### src/rtl/spi_flash_writer_if.sv
// Source-memory and SPI byte-engine ports of the flash writer, bundled for the top-level port list.
// Both ports are toggle handshakes: a transfer is pending while req != ack (or spi_req != spi_ack).
// The master flips req only when nothing is pending, and holds a/spi_d stable until ack matches.
// q/spi_q are valid once ack matches req again.
interface spi_flash_writer_if #(
  parameter int a_bits = 14
);
  logic              req;
  logic              ack;
  logic [a_bits-1:0] a;
  logic [7:0]        q;
  logic              cs_n;
  logic              spi_req;
  logic              spi_ack;
  logic [7:0]        spi_d;
  logic [7:0]        spi_q;

  modport master (
    output req, a, cs_n, spi_req, spi_d,
    input  ack, q, spi_ack, spi_q
  );

  modport slave (
    input  req, a, cs_n, spi_req, spi_d,
    output ack, q, spi_ack, spi_q
  );
endinterface

### src/rtl/spi_flash_writer.sv
// Streams bytes from a local source into SPI NOR flash: WREN, optional 4K sector erase,
// page program split on 256-byte boundaries, and RDSR polling of WIP after every erase/program.
module spi_flash_writer #(
  parameter int a_bits        = 14,
  parameter int cs_high_ticks = 8,
  parameter int poll_limit    = 2000000
) (
  input  logic              clk,
  input  logic              reset_n,
  input  logic              start,
  input  logic              erase,
  input  logic [23:0]       flash_addr,
  input  logic [a_bits-1:0] src_addr,
  input  logic [15:0]       amount,
  output logic              busy,
  output logic              done,
  output logic              error,
  output logic [3:0]        dbg_state,
  spi_flash_writer_if.master bus
);

  typedef enum logic [3:0] {
    S_IDLE, S_PAGE, S_WREN, S_ERASE, S_PROG, S_DATA, S_POLL, S_GAP, S_DONE
  } state_t;

  localparam logic [23:0] POLL_LIM = 24'(poll_limit);
  localparam logic [15:0] GAP_LAST = 16'(cs_high_ticks - 1);

  state_t            state, gap_next, after_wren, after_poll;
  logic [23:0]       fa;
  logic [a_bits-1:0] sa;
  logic [15:0]       rem;
  logic              erase_l, first;
  logic [2:0]        idx;
  logic [23:0]       poll_cnt;
  logic [15:0]       gap_cnt;
  logic [8:0]        page_left, fetch_left;
  logic [7:0]        buf_q;
  logic              buf_valid, fetch_out;
  logic              req_r, cs_r, spi_req_r;
  logic [a_bits-1:0] a_r;
  logic [7:0]        spi_d_r;
  logic [7:0]        cmd_byte;
  logic [2:0]        cmd_len;
  logic              spi_busy, fetch_en;
  logic [8:0]        page_room, page_len;

  assign bus.req     = req_r;
  assign bus.a       = a_r;
  assign bus.cs_n    = cs_r;
  assign bus.spi_req = spi_req_r;
  assign bus.spi_d   = spi_d_r;
  assign dbg_state   = state;

  assign spi_busy  = spi_req_r != bus.spi_ack;
  // Bytes left before the flash page wraps; a program command never crosses that boundary.
  assign page_room = 9'd256 - {1'b0, fa[7:0]};
  assign page_len  = (rem < {7'd0, page_room}) ? rem[8:0] : page_room;
  // Source fetches overlap the command header and the data bytes, one byte of lookahead.
  assign fetch_en  = (state == S_PROG && idx != 3'd0) || state == S_DATA;

  always_comb begin
    cmd_byte = 8'h00;
    cmd_len  = 3'd4;
    case (state)
      S_WREN: begin
        cmd_byte = 8'h06;
        cmd_len  = 3'd1;
      end
      S_ERASE, S_PROG: begin
        case (idx)
          3'd0:    cmd_byte = (state == S_ERASE) ? 8'h20 : 8'h02;
          3'd1:    cmd_byte = fa[23:16];
          3'd2:    cmd_byte = fa[15:8];
          default: cmd_byte = fa[7:0];
        endcase
      end
      default: ;
    endcase
  end

  always_ff @(posedge clk or negedge reset_n) begin
    if (!reset_n) begin
      state      <= S_IDLE;
      gap_next   <= S_IDLE;
      after_wren <= S_PROG;
      after_poll <= S_PAGE;
      busy       <= 1'b0;
      done       <= 1'b0;
      error      <= 1'b0;
      fa         <= '0;
      sa         <= '0;
      rem        <= '0;
      erase_l    <= 1'b0;
      first      <= 1'b0;
      idx        <= '0;
      poll_cnt   <= '0;
      gap_cnt    <= '0;
      page_left  <= '0;
      fetch_left <= '0;
      buf_q      <= '0;
      buf_valid  <= 1'b0;
      fetch_out  <= 1'b0;
      req_r      <= 1'b0;
      cs_r       <= 1'b1;
      spi_req_r  <= 1'b0;
      a_r        <= '0;
      spi_d_r    <= 8'h00;
    end else begin
      done <= 1'b0;
      case (state)
        S_IDLE: begin
          if (start && !done) begin
            error   <= 1'b0;
            fa      <= flash_addr;
            sa      <= src_addr;
            rem     <= amount;
            erase_l <= erase;
            first   <= 1'b1;
            if (amount == 16'd0) begin
              done <= 1'b1;
            end else begin
              busy  <= 1'b1;
              state <= S_PAGE;
            end
          end
        end
        S_PAGE: begin
          if (rem == 16'd0) begin
            done  <= 1'b1;
            state <= S_DONE;
          end else begin
            idx        <= '0;
            state      <= S_WREN;
            after_wren <= (erase_l && (first || fa[11:0] == 12'd0)) ? S_ERASE : S_PROG;
          end
        end
        S_WREN, S_ERASE, S_PROG: begin
          if (!spi_busy) begin
            if (idx < cmd_len) begin
              if (state == S_PROG && idx == 3'd0) begin
                page_left  <= page_len;
                fetch_left <= page_len;
                first      <= 1'b0;
              end
              cs_r      <= 1'b0;
              spi_d_r   <= cmd_byte;
              spi_req_r <= ~spi_req_r;
              idx       <= idx + 3'd1;
            end else begin
              idx <= '0;
              if (state == S_PROG) begin
                state <= S_DATA;
              end else begin
                cs_r    <= 1'b1;
                gap_cnt <= '0;
                state   <= S_GAP;
                if (state == S_WREN) begin
                  gap_next <= after_wren;
                end else begin
                  gap_next   <= S_POLL;
                  after_poll <= S_WREN;
                  after_wren <= S_PROG;
                end
              end
            end
          end
        end
        S_DATA: begin
          if (!spi_busy) begin
            if (page_left == 9'd0) begin
              cs_r       <= 1'b1;
              gap_cnt    <= '0;
              gap_next   <= S_POLL;
              after_poll <= S_PAGE;
              state      <= S_GAP;
            end else if (buf_valid) begin
              spi_d_r   <= buf_q;
              spi_req_r <= ~spi_req_r;
              buf_valid <= 1'b0;
              fa        <= fa + 24'd1;
              rem       <= rem - 16'd1;
              page_left <= page_left - 9'd1;
            end
          end
        end
        S_POLL: begin
          if (!spi_busy) begin
            if (idx == 3'd0) begin
              cs_r      <= 1'b0;
              spi_d_r   <= 8'h05;
              spi_req_r <= ~spi_req_r;
              poll_cnt  <= '0;
              idx       <= 3'd1;
            end else if (idx == 3'd1) begin
              spi_d_r   <= 8'h00;
              spi_req_r <= ~spi_req_r;
              idx       <= 3'd2;
            end else if (!bus.spi_q[0]) begin
              cs_r     <= 1'b1;
              gap_cnt  <= '0;
              gap_next <= after_poll;
              state    <= S_GAP;
              idx      <= '0;
            end else if (poll_cnt + 24'd1 >= POLL_LIM) begin
              // Flash never finished: give up on the rest of the stream.
              error    <= 1'b1;
              cs_r     <= 1'b1;
              gap_cnt  <= '0;
              gap_next <= S_DONE;
              state    <= S_GAP;
              idx      <= '0;
            end else begin
              poll_cnt  <= poll_cnt + 24'd1;
              spi_d_r   <= 8'h00;
              spi_req_r <= ~spi_req_r;
            end
          end
        end
        S_GAP: begin
          if (gap_cnt == GAP_LAST) begin
            state <= gap_next;
            if (gap_next == S_DONE) done <= 1'b1;
          end else begin
            gap_cnt <= gap_cnt + 16'd1;
          end
        end
        S_DONE: begin
          busy  <= 1'b0;
          state <= S_IDLE;
        end
        default: state <= S_IDLE;
      endcase

      // buf_valid is only ever set here while empty, so the DATA consume above never collides.
      if (fetch_out) begin
        if (bus.ack == req_r) begin
          buf_q     <= bus.q;
          buf_valid <= 1'b1;
          fetch_out <= 1'b0;
          sa        <= sa + a_bits'(1);
        end
      end else if (fetch_en && !buf_valid && fetch_left != 9'd0) begin
        a_r        <= sa;
        req_r      <= ~req_r;
        fetch_out  <= 1'b1;
        fetch_left <= fetch_left - 9'd1;
      end
    end
  end

endmodule

### src/flat_wrapper.sv
// flat-port wrapper written by rule: the top's interface ports become plain ports
module spi_flash_writer_flat 
#(
  parameter int a_bits        = 14,
  parameter int cs_high_ticks = 8,
  parameter int poll_limit    = 2000000
)
  (clk, reset_n, start, erase, flash_addr, src_addr, amount, busy, done, error, dbg_state, bus_req, bus_a, bus_cs_n, bus_spi_req, bus_spi_d, bus_ack, bus_q, bus_spi_ack, bus_spi_q);
  spi_flash_writer_if #(.a_bits(a_bits)) bus_i ();
  input  logic clk;
  input  logic reset_n;
  input  logic start;
  input  logic erase;
  input  logic [23:0] flash_addr;
  input  logic [a_bits-1:0] src_addr;
  input  logic [15:0] amount;
  output logic busy;
  output logic done;
  output logic error;
  output logic [3:0] dbg_state;
  output wire logic [$bits(bus_i.req)-1:0] bus_req;
  output wire logic [$bits(bus_i.a)-1:0] bus_a;
  output wire logic [$bits(bus_i.cs_n)-1:0] bus_cs_n;
  output wire logic [$bits(bus_i.spi_req)-1:0] bus_spi_req;
  output wire logic [$bits(bus_i.spi_d)-1:0] bus_spi_d;
  input wire logic [$bits(bus_i.ack)-1:0] bus_ack;
  input wire logic [$bits(bus_i.q)-1:0] bus_q;
  input wire logic [$bits(bus_i.spi_ack)-1:0] bus_spi_ack;
  input wire logic [$bits(bus_i.spi_q)-1:0] bus_spi_q;
  assign bus_req = bus_i.req;
  assign bus_a = bus_i.a;
  assign bus_cs_n = bus_i.cs_n;
  assign bus_spi_req = bus_i.spi_req;
  assign bus_spi_d = bus_i.spi_d;
  assign bus_i.ack = bus_ack;
  assign bus_i.q = bus_q;
  assign bus_i.spi_ack = bus_spi_ack;
  assign bus_i.spi_q = bus_spi_q;
  spi_flash_writer #(.a_bits(a_bits), .cs_high_ticks(cs_high_ticks), .poll_limit(poll_limit)) u_core (.clk(clk), .reset_n(reset_n), .start(start), .erase(erase), .flash_addr(flash_addr), .src_addr(src_addr), .amount(amount), .busy(busy), .done(done), .error(error), .dbg_state(dbg_state), .bus(bus_i));
endmodule
### config.mk
export PLATFORM = sky130hd
export DESIGN_NAME = spi_flash_writer_flat
export DESIGN_NICKNAME = d
export VERILOG_FILES = /design/src/rtl/spi_flash_writer_if.sv /design/src/rtl/spi_flash_writer.sv /design/src/flat_wrapper.sv
export SDC_FILE = /design/constraint.sdc
export NUM_CORES = 1
export LEC_CHECK = 0
export ABC_AREA = 1
export CORE_UTILIZATION = 37
export CTS_CLUSTER_DIAMETER = 60
export DETAILED_ROUTE_END_ITERATION = 16
export HOLD_SLACK_MARGIN = 0.06
export PLACE_DENSITY = 0.56
export REMOVE_ABC_BUFFERS = 1
export SLEW_MARGIN = 20
export SYNTH_ARGS = -nofsm -noshare
export SYNTH_HDL_FRONTEND = slang
export SYNTH_SLANG_ARGS = --single-unit
### constraint.sdc
create_clock -name clk -period 3.65 [get_ports clk]
set_input_delay 0.365 -clock clk [delete_from_list [all_inputs] [get_ports clk]]
set_output_delay 0.365 -clock clk [all_outputs]
set_load 0.005 [all_outputs]
==> impl_results.md, run 1 <==
* CP max FO at 9
* Worst reg2reg path depth at 16
* Iter 0 DRT Violations at 688
* Post-route setup slack at 0.5357 ns
* Drt pass-1 iters at 5
* DRC violations left at 0
* Initial antenna violation count at 0
* Number of fill cells in the layout at 2,905
* Initial core utilization at 0.3782
* Worst slack at placement at 0.5853 ns
* Worst relative slew slack at 0.5316
* Most common cell in the synthesized netlist: nand2_1
* Hold Path Stages at 2
* TritonCTS clock tree: yes
* Routed len/inst at 15.46 um
* DRT antenna net count at 0
* Die Area at a little under 30,000 sq um
* Post-Syn Area at 10,590 sq um
* Final min period at 3.114 ns
* Max clock buf depth at 2
* Critical-path top delay cell: dfrtp_1
* Top post-synthesis cells by count: nand2_1 (379), inv_1 (173), dfrtp_1 (164)
* Clock slew seen by the registers of the worst setup and hold paths at 0.07 ns
* CP cell instances: inv_1, ha_1, nand3_1, nor3_1, xor2_1, ha_1, nand2_1, inv_1, nand4_1, o211ai_1, nand2_1, nand2_1, nand2_1, nand3_1, nand2_1, o21ai_0
* Buf/Inv on CP at 2
* Register area share after synthesis at 0.3948
* Ys flop type: dfrtp_1
* Setup_tns at 0 ns
* Share of cells above drive strength 1 at 0.05306
* Post-synth top area cell: dfrtp_1
* Final wirelength at 30,600 um
* Pins over their slew limit at 0
* FMAX at 321.1 MHz
* I/O pin total at 108
* Register area at 4183 sq um
* CP Launch Point: u_core.fa[0]
* Share of the synthesized area in the top cell type at 0.3874
* Largest net degree at the start of global routing at 69
* FF-to-FF Start: u_core.fa[0]
* Power density over the cells at about 760 nW/um^2
* Crit start category: register
* Number of flops mapped to enable cells by yosys at 0
* Crit path depth at 16
* CTS Buf Count at 17
* Max-Cap Viols at 0
* Ys async rst share at 1.000
* Vias in the first global route at 9,628
* Worst VDD drop at about 0.43 mV
* Layout area overhead at 19.46%
* ANT cells at 0
* Resize count post-CTS at 0
* Setup violations, final at 0
* YS warnings at 0
* Row count at 61
* Tightest Pin Transition at 0.7027 ns
* Hold Path Class: reg2reg
* CP endpoint: u_core.fetch_left[0]
* Data arrival, critical path at 3.42 ns
* CP Capture Type: register
* Syn_area_per_cell at 7.091 sq um
* Total setup buffers inserted after CTS at 0
* Core area at 28,010 sq um
* GRT Overall Usage at 0.2163
* Top delay family on crit path: simple AND/OR/NAND/NOR gates
* Via total after detailed routing at 10,184
* Crit-path max cell delay at 0.47 ns
* Mapped Cells at 1,494
* First-pass GRT wire length at 49,980 um
* Clk sink count at 167
* Vias per cell at 5.143
* Critical Path RT at 3.96 ns
* Crit path top cell by count: nand2_1
* Nets@finish at 1,686
* Final hold vios at 0
* Root Buffer: clkbuf_16
* Number of H-tree levels at 4
* Kind of critical path: reg2reg
* Flop2flop setup slack at 0.54 ns
* Final Skew at around 0.014 ns
* # port buffers at 100
* Synth cell types at 50
* Leakage at between 0.005 and 0.006 uW
* Dpl hpwl at between 20,000 and 25,000 um
* Multi-input gate area at 5529 sq um
* Synth area leaders: dfrtp_1 (39%), nand2_1 (13%), o21ai_0 (6.2%), inv_1 (6.1%), nand3_1 (5.9%)
* Total gr overflow at 0
* Routability cong. at approximately 0.88
* Clk Latency, worst-skew pair at ~0.43 ns
* Reg-to-reg endpoint: u_core.fetch_left[0]
* Register bit total from synthesis at 167
* Die height at 171.2 um
* RSZ-0062 raised after global routing: false
* Final period util at 0.8532
* Status: finished, final reports clean
* Die width at 171.2 um
[state kept, by name, summed over array words and instances (netlist names), 8 cells and up]
name / flops
u_core.rem: 16
u_core.bus.spi_d: 8
u_core.bus.a: 14
u_core.sa: 14
u_core.gap_cnt: 16
u_core.poll_cnt: 24
u_core.page_left: 9
u_core.fa: 24
u_core.fetch_left: 9
u_core.buf_q: 8
[layout by cell type (no fill, tap or decap), types with 29 or more instances in the layout]
| master | synthesis | layout |
|---|---|---|
| nand2_1 | 379 | 378 |
| inv_1 | 173 | 173 |
| dfrtp_1 | 164 | 164 |
| nor2_1 | 152 | 152 |
| o21ai_0 | 132 | 132 |
| nand3_1 | 124 | 124 |
| clkdlybuf4s50_1 | 0 | 99 |
| a21oi_1 | 55 | 55 |
| xor2_1 | 40 | 40 |
| nand4_1 | 30 | 30 |
| nor3_1 | 29 | 29 |
[routing by layer]
layer | global-route usage | wire length (um) | vias to the layer above
met5 | 0 | 0 | -
li1 | - | - | 5125
met2 | 0.3277 | 13370 | 242
met3 | 0.04280 | 1797 | 15
met1 | 0.3168 | 15190 | 4802
met4 | 0.04620 | 251 | 0
[what timing repair did]
item / CTS / global route
hold buffers: 1 / 0
setup endpoints to repair: 0 / 0
hold endpoints to repair: 65 / 0
[worst reg2reg max path: stages, from the launching register on]
cell,delay [ns]
dfrtp_1,0.47
inv_1,0.16
ha_1,0.20
nand3_1,0.12
nor3_1,0.26
xor2_1,0.30
ha_1,0.29
nand2_1,0.08
inv_1,0.04
nand4_1,0.07
o211ai_1,0.10
nand2_1,0.22
nand2_1,0.27
nand2_1,0.16
nand3_1,0.11
nand2_1,0.07
o21ai_0,0.07
[where the power goes]
group / switching [uW] / total (uW) / internal, uW
clock: 796 / 1920 / 1120
sequential: 622 / 3180 / 2560
combinational: 2870 / 4530 / 1650
total: 4290 / 9620 / 5330
[per-stage QoR]
step | util | instance area, sq um | total power, uW | hold WS [ns] | instances
floorplan | - | 10390 | 6049 | 0.06941 | 1449
global placement | 0.4298 | 12040 | 7634 | 0.4410 | 1947
detailed placement | 0.4298 | 12040 | 7705 | 0.4310 | 1947
CTS | 0.4518 | 12660 | 9672 | 0.4673 | 1980
global route | 0.4518 | 12660 | 10490 | 0.4987 | 1980
finish | 0.4518 | 12660 | 9621 | 0.4646 | 1980
[how the worst min path moves through the flow]
stage	endpoint	start	slack, ns
after floorplan	u_core.after_poll[1]	reset_n	0.07
after global placement	u_core.bus.spi_req	reset_n	0.44
after detailed placement	u_core.bus.spi_d[7]	reset_n	0.43
after CTS	u_core.bus.cs_n	u_core.bus.cs_n	0.47
after global routing	u_core.bus.cs_n	u_core.bus.cs_n	0.50
final	u_core.bus.cs_n	u_core.bus.cs_n	0.46
[final cells by class]
type,count,area share
inverter,180,0.05339
tap,378,0.03737
sequential,167,0.3305
timing repair buffer,121,0.09382
clock inverter,10,0.01137
clock buffer,22,0.03668
multi-input combinational,1102,0.4369
[kinds of logic (layout without fill, tap and decap cells)]
logic type / after synthesis / in the layout / synth area share
compound gates: 280 / 280 / 0.1514
fa+ha+maj: 21 / 21 / 0.02480
xor+xnor: 47 / 47 / 0.03886
simple gates: 754 / 754 / 0.3066
flops: 167 / 167 / 0.3948
buf+inv: 225 / 333 / 0.08350
Note: power is estimated with default switching activity, not from simulation.
==> run 2: changes to the inputs <==
SETUP_SLACK_MARGIN = 0.2   (was not set)
clock period = 2.9 ns   (was 3.65 ns; I/O delays follow)
==> run 2 against run 1 <==
Effect of this change: first-iteration DRC count up 15%; combinational power grew 34%; sequential cell count unchanged; highest routed layer unchanged.
==> impl_results.md, run 2 (synthesis gave the netlist of run 1 again) <==
* Layout area overhead at 22.04%
* I/O pin total at around 110
* Max clock buf depth at 2
* Number of H-tree levels at 4
* CP max FO at 7
* Iter 0 DRT Violations at 794
* Power density over the cells at 961.8 nW/um^2
* Largest net degree at the start of global routing at 74
* Die Area at 29,310 sq um
* Nets@finish at approximately 1,700
* Commonest non-fill, non-tap cell in the layout: nand2_1
* Core area at 28,010 sq um
* Hold Path Class: in2reg
* Routability cong. at 0.9016
* Dpl hpwl at between 20,000 and 25,000 um
* Final wirelength at 30,620 um
* # port buffers at 100
* Max-Cap Viols at 0
* Tightest Pin Transition at 0.7478 ns
* Core Util, Final at 0.4616
* Clock slew seen by the registers of the worst setup and hold paths at 0.07 ns
* Setup_tns at 0 ns
* ANT cells at 0
* Data arrival, critical path at 2.89 ns
* DRC violations left at 0
* Register area at 4184 sq um
* Leakage at 0.005901 uW
* Crit start category: register
* Final Skew at 0.01644 ns
* Die height at 171.2 um
* FMAX at approximately 400 MHz
* Status: finished, final reports clean
* Critical Path RT at 3.22 ns
* Multi-input gate area at 5634 sq um
* GRT Overall Usage at 0.2159
* Kind of critical path: reg2reg
* Final period util at 0.8853
* Most frequent cells in the layout: nand2_1 (375), inv_1 (168), dfrtp_1 (163)
* Largest registers: u_core.fa: 24 flops, u_core.poll_cnt: 24 flops
* CP Capture Type: register
* Number of fill cells in the layout at between 2,000 and 3,000
* Initial core utilization at 0.3782
* Vias per cell at around 5.1
* Routed len/inst at 15.32 um
* Worst relative slew slack at 0.5015
* RSZ-0062 raised after global routing: true
* Total power at 12,430 uW
* Initial antenna violation count at 0
* Post-route setup slack at 0.3326 ns
* Setup violations, final at 0
* TritonCTS clock tree: yes
* Worst slack at placement at 0.1003 ns
* Share of cells above drive strength 1 at 0.07773
* Total gr overflow at 0
* Drt pass-1 iters at 5
* CTS Buf Count at 17
* Final hold vios at 0
* Final min period at around 2.6 ns
* Die width at 171.2 um
* Vias in the first global route at 9,695
* DRT antenna net count at 0
* Pins over their slew limit at 0
* Root Buffer: clkbuf_16
* Worst VDD drop at 0.5549 mV
* Via total after detailed routing at just over 10,000
* Clk sink count at 167
* Row count at between 60 and 70
* First-pass GRT wire length at 49,820 um
* Clk Latency, worst-skew pair at 0.44 ns
## run 2: layer usage
layer | part of all wire | track usage | vias to the layer above | wire (um)
met2 | 0.44 | 0.3305 | 258 | 13340
li1 | - | - | 5165 | -
met3 | 0.060 | 0.04832 | 18 | 1839
met1 | 0.50 | 0.3067 | 4847 | 15160
met5 | 0 | 0 | - | 0
met4 | 0.0090 | 0.05396 | 0 | 276
## run 2: what timing repair did
item	4_1_cts	5_1_grt
setup endpoints to repair	18	71
cloned	0	0
pin swaps	1	4
resized for setup	2	25
hold endpoints to repair	71	0
hold buffers	1	0
buffers inserted	1	8
## run 2: power breakdown
part | switching (uW) | internal (uW) | total [uW]
logic | 3770 | 2310 | 6070
clock network | 994 | 1380 | 2380
registers | 764 | 3220 | 3980
## run 2: layout make-up
type                       instances  area share
clock buffer                      21     0.03484
clock inverter                    11     0.01181
inverter                         180     0.05255
multi-input combinational       1102      0.4358
sequential                       167      0.3236
tap                              378     0.03658
timing repair buffer             140      0.1048
## run 2: path summary, 6_finish.rpt
kind | from | to | slack (ns) | depth (start not counted)
max in group asynchronous | reset_n | u_core.after_poll[0] | 1.61 | 3
min in group asynchronous | reset_n | u_core.poll_cnt[5] | 0.46 | 2
worst min-delay path | erase | u_core.erase_l | 0.43 | 3
worst min register to register | u_core.bus.cs_n | u_core.bus.cs_n | 0.47 | 2
worst max register to register | u_core.fa[0] | u_core.page_left[4] | 0.33 | 15
worst max-delay path | u_core.fa[0] | u_core.page_left[4] | 0.33 | 15
## run 2: worst max-delay path, stage by stage, from the launching register on
cell and delay, ns:
dfrtp_1 0.43, buf_4 0.16, nor3_2 0.16, nand3_2 0.12, nor3_2 0.14, xor2_1 0.22, ha_1 0.28, nand2_1 0.09
inv_1 0.04, nand4_1 0.08, o211ai_1 0.12, nand2_1 0.13, buf_4 0.15, nand3_1 0.11, a21oi_1 0.16, o21ai_0 0.08
## run 2: stage by stage
stage	instance area, sq um	std cells	hold WS (ns)
after detailed placement	12140	1957	0.3813
final	12930	1999	0.4315
after floorplan	10390	1449	-0.005591
after global routing	12930	1999	0.4565
after global placement	12140	1957	0.3852
after CTS	12770	1991	0.4144
